$ cat config.mk
export PLATFORM = sky130hd
export DESIGN_NAME = cs_window_flat
export DESIGN_NICKNAME = d
export VERILOG_FILES = /design/src/rtl/cs_pkg.sv /design/src/rtl/cs_window_if.sv /design/src/rtl/cs_appr_search.sv /design/src/rtl/cs_window.sv /design/src/flat_wrapper.sv
export SDC_FILE = /design/constraint.sdc
export NUM_CORES = 1
export LEC_CHECK = 0
export CAP_MARGIN = 20
export CORE_ASPECT_RATIO = 0.75
export CORE_MARGIN = 1.5
export CORE_UTILIZATION = 60
export CTS_BUF_LIST = sky130_fd_sc_hd__clkbuf_16
export DETAILED_ROUTE_END_ITERATION = 10
export HOLD_SLACK_MARGIN = 0.05
export PLACE_DENSITY = 0.77
export SLEW_MARGIN = 20
export SYNTH_ARGS = -nofsm -noshare
export SYNTH_HDL_FRONTEND = slang
export SYNTH_SLANG_ARGS = --single-unit
$ cat constraint.sdc
create_clock -name clk -period 29 [get_ports clk]
set_input_delay 4.35 -clock clk [delete_from_list [all_inputs] [get_ports clk]]
set_output_delay 4.35 -clock clk [all_outputs]
set_load 0.01 [all_outputs]
$ cat src/rtl/cs_pkg.sv
// cs_pkg: shared defaults and width helpers for the cs_window block.
//   DW_DEF/N_DEF/SHIFT_DEF : default sample width, window length, output shift
//   clog2, bitw            : ceil(log2(v)) and bits needed to hold value v
//   sum_w, y_w             : running-sum width and result width
package cs_pkg;

    localparam int DW_DEF    = 8;
    localparam int N_DEF     = 9;
    localparam int SHIFT_DEF = 3;

    function automatic int clog2(input int v);
        int r;
        int x;
        r = 0;
        x = v - 1;
        for (int i = 0; i < 32; i++) begin
            if (x > 0) begin
                r++;
                x = x >> 1;
            end
        end
        return r;
    endfunction

    function automatic int bitw(input int v);
        int r;
        int x;
        r = 0;
        x = v;
        for (int i = 0; i < 32; i++) begin
            if (x > 0) begin
                r++;
                x = x >> 1;
            end
        end
        return (r == 0) ? 1 : r;
    endfunction

    function automatic int sum_w(input int dw, input int n);
        return dw + clog2(n);
    endfunction

    // Widest result is sum + N*max_sample, i.e. 2*N*(2^DW-1), then shifted.
    function automatic int y_w(input int dw, input int n, input int sh);
        return bitw((2 * n * ((1 << dw) - 1)) >> sh);
    endfunction

endpackage

$ cat src/rtl/cs_window_if.sv
// cs_window_if: sample-in / result-out bundle for cs_window.
//   in_valid, X, mode : sample stream (master drives)
//   Y, out_valid      : registered result (slave drives)
interface cs_window_if
    import cs_pkg::*;
#(
    parameter int DW = DW_DEF,
    parameter int YW = y_w(DW_DEF, N_DEF, SHIFT_DEF)
) ();
    logic          in_valid;
    logic [DW-1:0] X;
    logic          mode;
    logic [YW-1:0] Y;
    logic          out_valid;

    modport master (output in_valid, X, mode, input  Y, out_valid);
    modport slave  (input  in_valid, X, mode, output Y, out_valid);
endinterface

$ cat src/rtl/cs_appr_search.sv
// cs_appr_search: largest window entry that is <= avg (combinational).
//   win   : N entries of DW bits
//   avg   : threshold
//   xappr : max{ win[i] : win[i] <= avg }
// Entries above the threshold are masked to zero; since the window minimum is
// never above the average, the masked maximum equals the true answer.
module cs_appr_search
    import cs_pkg::*;
#(
    parameter int DW = DW_DEF,
    parameter int N  = N_DEF
) (
    input  logic [N-1:0][DW-1:0] win,
    input  logic [DW-1:0]        avg,
    output logic [DW-1:0]        xappr
);
    logic [N-1:0][DW-1:0] cand;

    for (genvar gi = 0; gi < N; gi++) begin : g_lane
        assign cand[gi] = (win[gi] <= avg) ? win[gi] : '0;
    end

    always_comb begin
        xappr = '0;
        for (int i = 0; i < N; i++) begin
            if (cand[i] > xappr) xappr = cand[i];
        end
    end
endmodule

$ cat src/rtl/cs_window.sv
// cs_window: sliding-window approximate-value / average filter.
//   clk, reset : clock, synchronous active-high reset
//   bus.slave  : in_valid/X/mode in, Y/out_valid out (registered)
// A sample accepted at edge t updates buffer, sum, count and pointer at t;
// the result for that window is registered into Y/out_valid at t+1.
module cs_window
    import cs_pkg::*;
#(
    parameter int DW    = DW_DEF,
    parameter int N     = N_DEF,
    parameter int SHIFT = SHIFT_DEF
) (
    input  logic        clk,
    input  logic        reset,
    cs_window_if.slave  bus
);
    localparam int SW = sum_w(DW, N);
    localparam int YW = y_w(DW, N, SHIFT);
    localparam int TW = SW + 1;           // holds sum + N*sample
    localparam int PW = clog2(N);
    localparam int CW = clog2(N + 1);

    logic [N-1:0][DW-1:0] win;
    logic [SW-1:0]        sum;
    logic [PW-1:0]        wptr;
    logic [CW-1:0]        cnt;
    logic                 mode_r;
    logic [1:0]           vld_pipe;       // [0] result pending, [1] out_valid
    logic [YW-1:0]        y_r;

    logic [SW-1:0]        sum_nxt;
    logic                 full_nxt;
    logic [SW-1:0]        avg_w;
    logic [DW-1:0]        avg;
    logic [DW-1:0]        xappr;
    logic [TW-1:0]        term;
    logic [TW-1:0]        tot;

    assign sum_nxt  = sum + SW'(bus.X) - SW'(win[wptr]);
    assign full_nxt = (cnt >= CW'(N - 1));

    // Result path reads the registered window, i.e. the one from the last accept.
    assign avg_w = sum / SW'(N);
    assign avg   = avg_w[DW-1:0];

    cs_appr_search #(.DW(DW), .N(N)) u_search (
        .win   (win),
        .avg   (avg),
        .xappr (xappr)
    );

    assign term = TW'(N) * (mode_r ? TW'(avg) : TW'(xappr));
    assign tot  = TW'(sum) + term;

    always_ff @(posedge clk) begin
        if (reset) begin
            win      <= '0;
            sum      <= '0;
            wptr     <= '0;
            cnt      <= '0;
            mode_r   <= 1'b0;
            vld_pipe <= '0;
            y_r      <= '0;
        end else begin
            vld_pipe[1] <= vld_pipe[0];
            vld_pipe[0] <= 1'b0;
            if (vld_pipe[0]) y_r <= YW'(tot >> SHIFT);
            if (bus.in_valid) begin
                win[wptr]   <= bus.X;
                sum         <= sum_nxt;
                wptr        <= (wptr == PW'(N - 1)) ? '0 : wptr + 1'b1;
                if (cnt != CW'(N)) cnt <= cnt + 1'b1;
                mode_r      <= bus.mode;
                vld_pipe[0] <= full_nxt;
            end
        end
    end

    assign bus.Y         = y_r;
    assign bus.out_valid = vld_pipe[1];
endmodule

$ cat src/flat_wrapper.sv
// flat-port wrapper written by rule: the top's interface ports become plain ports
module cs_window_flat import cs_pkg::*;
#(
    parameter int DW    = DW_DEF,
    parameter int N     = N_DEF,
    parameter int SHIFT = SHIFT_DEF
)
  (clk, reset, bus_in_valid, bus_X, bus_mode, bus_Y, bus_out_valid);
  cs_window_if #(.DW(DW)) bus_i ();
  input  logic clk;
  input  logic reset;
  input wire logic [$bits(bus_i.in_valid)-1:0] bus_in_valid;
  input wire logic [$bits(bus_i.X)-1:0] bus_X;
  input wire logic [$bits(bus_i.mode)-1:0] bus_mode;
  output wire logic [$bits(bus_i.Y)-1:0] bus_Y;
  output wire logic [$bits(bus_i.out_valid)-1:0] bus_out_valid;
  assign bus_i.in_valid = bus_in_valid;
  assign bus_i.X = bus_X;
  assign bus_i.mode = bus_mode;
  assign bus_Y = bus_i.Y;
  assign bus_out_valid = bus_i.out_valid;
  cs_window #(.DW(DW), .N(N), .SHIFT(SHIFT)) u_core (.clk(clk), .reset(reset), .bus(bus_i));
endmodule
Yosys cells after proc, flatten, opt, wreduce, memory -nomap -nowiden
Index checks and enable logic that the tools add are counted.
W data, S select, Z words.
{"block": "word_totals", "ff_bits": 105, "inputBits": 12}
{"block": "classes", "add_sub_neg": 5, "mul": 1, "div_mod_pow": 1, "magnitude_cmp": 21, "eq_ne": 2, "mux": 25, "bitwise": 1, "n_reduce_logical": 3}
{"cell": "$mux W8", "n": 21}
{"cell": "$bwmux W72", "n": 1}
{"cell": "$le A8 B8 Y1", "n": 9}
{"cell": "$gt A8 B8 Y1", "n": 8}
{"cell": "$bmux W8 S4", "n": 1}
{"cell": "$demux W8 S4", "n": 1}
{"cell": "$add A12 B13 Y13", "n": 1}
{"cell": "$mul A4 B13 Y13 const A", "n": 1}
{"cell": "$add A12 B8 Y12", "n": 1}
{"cell": "$div A12 B4 Y12 const B", "n": 1}
{"cell": "$sub A12 B8 Y12", "n": 1}
{"cell": "$add A4 B1 Y4 const B", "n": 2}
{"cell": "$gt A8 B1 Y1 const B", "n": 1}
{"cell": "$lt A4 B5 Y1 const B", "n": 1}
{"cell": "$eq A4 B4 Y1 const B", "n": 1}
{"cell": "$ge A4 B1 Y1 const B", "n": 1}
{"cell": "$ge A4 B4 Y1 const B", "n": 1}
{"cell": "$mux W4", "n": 1}
{"cell": "$ne A4 B4 Y1 const B", "n": 1}
{"cell": "$reduce_and A2 Y1", "n": 1}
{"cell": "$reduce_or A2 Y1", "n": 1}
{"cell": "$logic_and A1 B1 Y1", "n": 1}
{"cell": "$not A1 Y1", "n": 1}

Depth between registers and ports, before layout
Gate-level depths: netlist of run 1.
{"block": "depth", "word_depth": 24, "depth_mapped": 130}

By module
Synthesis of run 1 repeated with hierarchy kept, for this count alone.
{"block": "unflattened", "hier_cells": 1654, "hier_area_um2": 12580.8}
{"mod": "cs_window", "instances": 1, "cells_each": 1041, "area_each_um2": 8072.7, "seq_area_each_um2": 2102.0}
{"mod": "cs_appr_search", "instances": 1, "cells_each": 613, "area_each_um2": 4508.1, "seq_area_each_um2": 0.0}

Worst setup path after synthesis of run 1
OpenSTA, ideal clock, no wires.
{"block": "synth_path", "path_kind": "register to register", "startpoint": "register u_core.sum[9]", "endpoint": "register u_core.y_r[8], in the netlist u_core.bus.Y[8]", "setup_time_ps": 127, "arrival_ps": 24317, "slack_ps": 4556, "stages_incl_launch_ff": 123, "n_path_buf": 8, "path_cell_list": "dfxtp_1 buf_2 inv_1 ha_1 a21o_1 mux2_2 a211oi_4 mux2i_1 nor3_1 a2111o_1 and3_1 a311o_1 and3_1 buf_2 or4b_4 nor4_4 nor3b_2 nor4_4 [87 not listed] a21oi_1 o21ai_0 o21ai_1 clkbuf_1 nand2_1 o211ai_1 o21ai_0 ha_1 inv_1 fa_1 inv_1 ha_1 nand3_1 a21oi_2 nor3_2 o31ai_1 nor3_1 or3_1"}
{"block": "synth_between", "elab_chain_len": 24, "word_cells_on_any_way": 40, "cone_classes": "add/sub: 1; mul: 1; div: 1; order compare: 18; mux: 19"}
{"item": "start, declared", "line": "cs_window.sv:24", "text": "logic [SW-1:0] sum;"}
{"item": "start signal, assigned", "line": "cs_window.sv:70", "text": "sum <= sum_nxt;"}
{"item": "$div A12 B4 Y12", "line": "cs_window.sv:43", "text": "assign avg_w = sum / SW'(N);"}
{"item": "$le A8 B8 Y1", "line": "cs_appr_search.sv:20", "text": "assign cand[gi] = (win[gi] <= avg) ? win[gi] : '0;"}
{"item": "$mux W8", "line": "cs_appr_search.sv:20"}
{"item": "$gt A8 B1 Y1", "line": "cs_appr_search.sv:26", "text": "if (cand[i] > xappr) xappr = cand[i];"}
{"item": "$mux W8", "line": "cs_appr_search.sv:26"}
{"item": "$gt A8 B8 Y1", "line": "cs_appr_search.sv:26"}
{"item": "$mux W8", "line": "cs_appr_search.sv:26"}
{"item": "$gt A8 B8 Y1", "line": "cs_appr_search.sv:26"}
{"item": "[8 not listed]"}
{"item": "$mux W8", "line": "cs_appr_search.sv:26"}
{"item": "$gt A8 B8 Y1", "line": "cs_appr_search.sv:26"}
{"item": "$mux W8", "line": "cs_appr_search.sv:26"}
{"item": "$gt A8 B8 Y1", "line": "cs_appr_search.sv:26"}
{"item": "$mux W8", "line": "cs_appr_search.sv:26"}
{"item": "$mux W8", "line": "cs_window.sv:52", "text": "assign term = TW'(N) * (mode_r ? TW'(avg) : TW'(xappr));"}
{"item": "$mul A4 B13 Y13", "line": "cs_window.sv:52"}
{"item": "$add A12 B13 Y13 *", "line": "cs_window.sv:53", "text": "assign tot = TW'(sum) + term;"}
{"item": "end signal, assigned", "line": "cs_window.sv:67", "text": "if (vld_pipe[0]) y_r <= YW'(tot >> SHIFT);"}
{"item": "end, declared", "line": "cs_window.sv:29", "text": "logic [YW-1:0] y_r;"}
Every way passes the cells marked *; elsewhere a longest branch is shown, timed or not.
A chain may end at the register's enable or synchronous reset.

Worst setup path after layout of run 1
Same ends and word-level chain as after synthesis.

==> results of run 1 <==
==> routing by layer <==
| layer | routed length, um | global-route usage [%] | up-vias |
|---|---|---|---|
| li1 | - | - | 5756 |
| met1 | 17100 | 53.2 | 5648 |
| met2 | 14500 | 50.5 | 633 |
| met3 | 4800 | 9.02 | 53 |
| met4 | 556 | 7.11 | 2 |
| met5 | 9 | 0 | - |
==> critical path, delay by kind of cell (launching register included) <==
family | cells | cell delay, ns
compound gates | 60 | 11.46
xor+xnor | 1 | 0.14
fa+ha+maj | 14 | 4.09
buf+inv | 9 | 1.90
flops | 1 | 0.65
mux | 5 | 1.99
simple gates | 26 | 5.93
==> final timing paths <==
| path | slack [ns] | endpoint | from | cells past startpoint |
|---|---|---|---|---|
| max | 2.67 | u_core.bus.Y[8]$_SDFFE_PP0P_ | u_core.sum[9]$_SDFFE_PP0P_ | 115 |
| min | 0.49 | u_core.vld_pipe[0]$_SDFF_PP0_ | u_core.cnt[3]$_SDFFE_PP0P_ | 2 |
| max reg2reg | 2.67 | u_core.bus.Y[8]$_SDFFE_PP0P_ | u_core.sum[9]$_SDFFE_PP0P_ | 115 |
| min reg2reg | 0.49 | u_core.vld_pipe[0]$_SDFF_PP0_ | u_core.cnt[3]$_SDFFE_PP0P_ | 2 |
==> logic make-up after synthesis <==
| group | Yosys count | share of synthesized area, % |
|---|---|---|
| and+or+nand+nor | 603 | 23.8 |
| xor gates and xnor gates | 38 | 2.75 |
| AOI/OAI and AO/OA | 432 | 22.3 |
| muxes | 79 | 7.53 |
| adders and majority gates | 191 | 20.5 |
| DFF | 105 | 17.3 |
| buffers and inverters | 185 | 5.81 |
==> placed cells by master (no fill, tap or decap), types with 9 or more instances in the layout <==
cell type / netlist / layout
nor2_1: 92 / 92
clkdlybuf4s50_1: 0 / 21
xnor2_1: 26 / 26
fa_1: 13 / 13
and3_1: 17 / 17
dfxtp_1: 105 / 105
o211ai_1: 16 / 16
nand4_1: 9 / 9
clkbuf_16: 0 / 9
a31oi_1: 13 / 12
inv_1: 113 / 113
nor2b_1: 24 / 24
o21ai_0: 81 / 80
mux2_2: 13 / 13
a211oi_1: 9 / 9
nand3_1: 49 / 49
a21oi_1: 160 / 159
nand2_1: 279 / 279
nand2b_1: 18 / 18
o21a_1: 34 / 34
buf_4: 0 / 19
and2_1: 48 / 48
xor2_1: 12 / 12
ha_1: 177 / 177
mux2i_1: 57 / 57
a21o_1: 31 / 31
o22ai_1: 13 / 13
or3_1: 11 / 11
nor3_1: 20 / 20
==> flip-flops by register name, indices dropped and copies added, names as in the netlist <==
| name | flops |
|---|---|
| u_core.vld_pipe | 2 |
| u_core.bus.Y | 10 |
| u_core.sum | 12 |
| u_core.win | 72 |
| u_core.wptr | 4 |
| u_core.cnt | 4 |
| u_core.mode_r | 1 |
==> stage by stage <==
step                hold WS, ns  setup WS [ns]
global route              0.516          0.578
floorplan                 0.444           4.56
detailed placement        0.469           2.62
global placement          0.458           3.54
CTS                       0.488           2.51
finish                    0.486           2.67
==> cell type report <==
| class | instances | share of cell area, % |
|---|---|---|
| Clock buffer | 9 | 1.75 |
| Clock inverter | 7 | 0.817 |
| Sequential cell | 105 | 16.3 |
| Inverter | 115 | 3.35 |
| Timing Repair Buffer | 40 | 2.74 |
| Tap cell | 253 | 2.46 |
| Multi-Input combinational cell | 1343 | 72.5 |
==> results.toml, run 1 <==
[floorplanning]
fp.dieW_um = 167
row_count = 44
ios = 23
initial_core_util_pct = 62.0
dieArea_sq_um = 21100
die_h_um = 126
coreArea_sq_um = 19500

[setup_path]
cp_max_fo = 25
cpPeakStageDelay_ns = 0.90
crit_path_frequent_cell = "o21ai_0"
crit_arrival_ns = 26.58
worst-setup-path-type = "flip-flop to flip-flop"
cp-start-kind = "flip-flop"
slowest_stage = "or4b_2"
required_ns = 29.25
end_kind = "flip-flop"

[sta]
period_needed_ns = 26.33
fin_skew_ns = 0.0187
setup_tns_ns = 0
worst_pin_slew_ns = 1.18
setup_viol = 0
finalCritPeriodShare_pct = 90.8
relSlewSlack_pct = 21.0
max_freq_mhz = 38.0
hold_viol = 0
maxSlewViolCount = 0
rsz0062_at_grt = "false"

[drt]
drtIter0Drc = 1577
wl_per_cell_um = 19.7
wirelength_mm = 36.9
dr.pass1.iters = 5
viasPerCell = 6.46
routed-via-count = 12092
ant_nets = 0
route.detailed.drc = 0

[clocking]
cts_resized = 0
cts_buffers = 9
cts_tree = "done"
cts_setup_buffers = 0
hold_buffers = 0
cts_buffer_depth = 2
cts.sinks = 105
clk_latency_ns = 0.38
clkSlewWorstSetupHoldPaths_ns = 0.09
cts.htree.levels = 3
cts_root_buffer = "clkbuf_16"

[placed_design]
io_buffers = 22
postPlaceCellArea_sq_um = 12500
place_inst = 1856
dp_hpwl_mm = 28.3
place.gp.congestion = 0.975

[yosys]
synth_top_area_share_pct = 18.3
synth_most_common_cell = "nand2_1"
synth-seq-area-share_pct = 17.3
yosysWarnings = 0
synthCells = 1633
postSynthAreaPerCell_sq_um = 7.42
async_reset_ff_share_pct = 0
synth_commonest_cells = "nand2_1 (279), ha_1 (177), a21oi_1 (160), inv_1 (113), dfxtp_1 (105)"
synth_area_sq_um = 12100
synth_nets = 1835
synth_edf_count = 0
ys_seq_elements = 105
synth_top_cell_by_area = "ha_1"
synthFlopType = "dfxtp_1"
ys_types = 91
synth.area.top_cells = "ha_1 (18%), dfxtp_1 (17%), nand2_1 (8.6%)"

[global_routing]
grt_start_max_net_pins = 92
grt_remaining_overflow = 0
grt_usage_pct = 35.5
grt_antenna_before_repair = 1
grt_pass1_wl_mm = 59.3
first_global_vias = 11093

[outcome]
status = "finished, final reports clean"

[finish]
drive_gt1_share_pct = 5.25
stdcell_area_sq_um = 12900
fill_cells = 1754
final_nets = 1816
fin_cells = 1872
area_delta_synth_final_pct = 6.21
finish.utilization_pct = 65.8
insertedDiodeCount = 0
multi_input_area_sq_um = 9340
register_area_sq_um = 2100

[hold_path]
min_path_type = "flip-flop to flip-flop"

[run]
maxCapViolCount = 0
Power of run 1 is left out: the tool's default activity adds up to more than one toggle a clock period on the data nets, which glitch-free logic cannot reach.
==> run 2, diff against run 1 <==
--- a/config.mk
+++ b/config.mk
@@ -13,6 +13,7 @@
 export DETAILED_ROUTE_END_ITERATION = 10
 export HOLD_SLACK_MARGIN = 0.05
 export PLACE_DENSITY = 0.77
+export SKIP_LAST_GASP = 1
 export SLEW_MARGIN = 20
 export SYNTH_ARGS = -nofsm -noshare
 export SYNTH_HDL_FRONTEND = slang
==> results of run 2 <==
Same layout as run 1: the final DEF is identical, and so are final timing and power.
Power of run 2 is left out for the same reason.
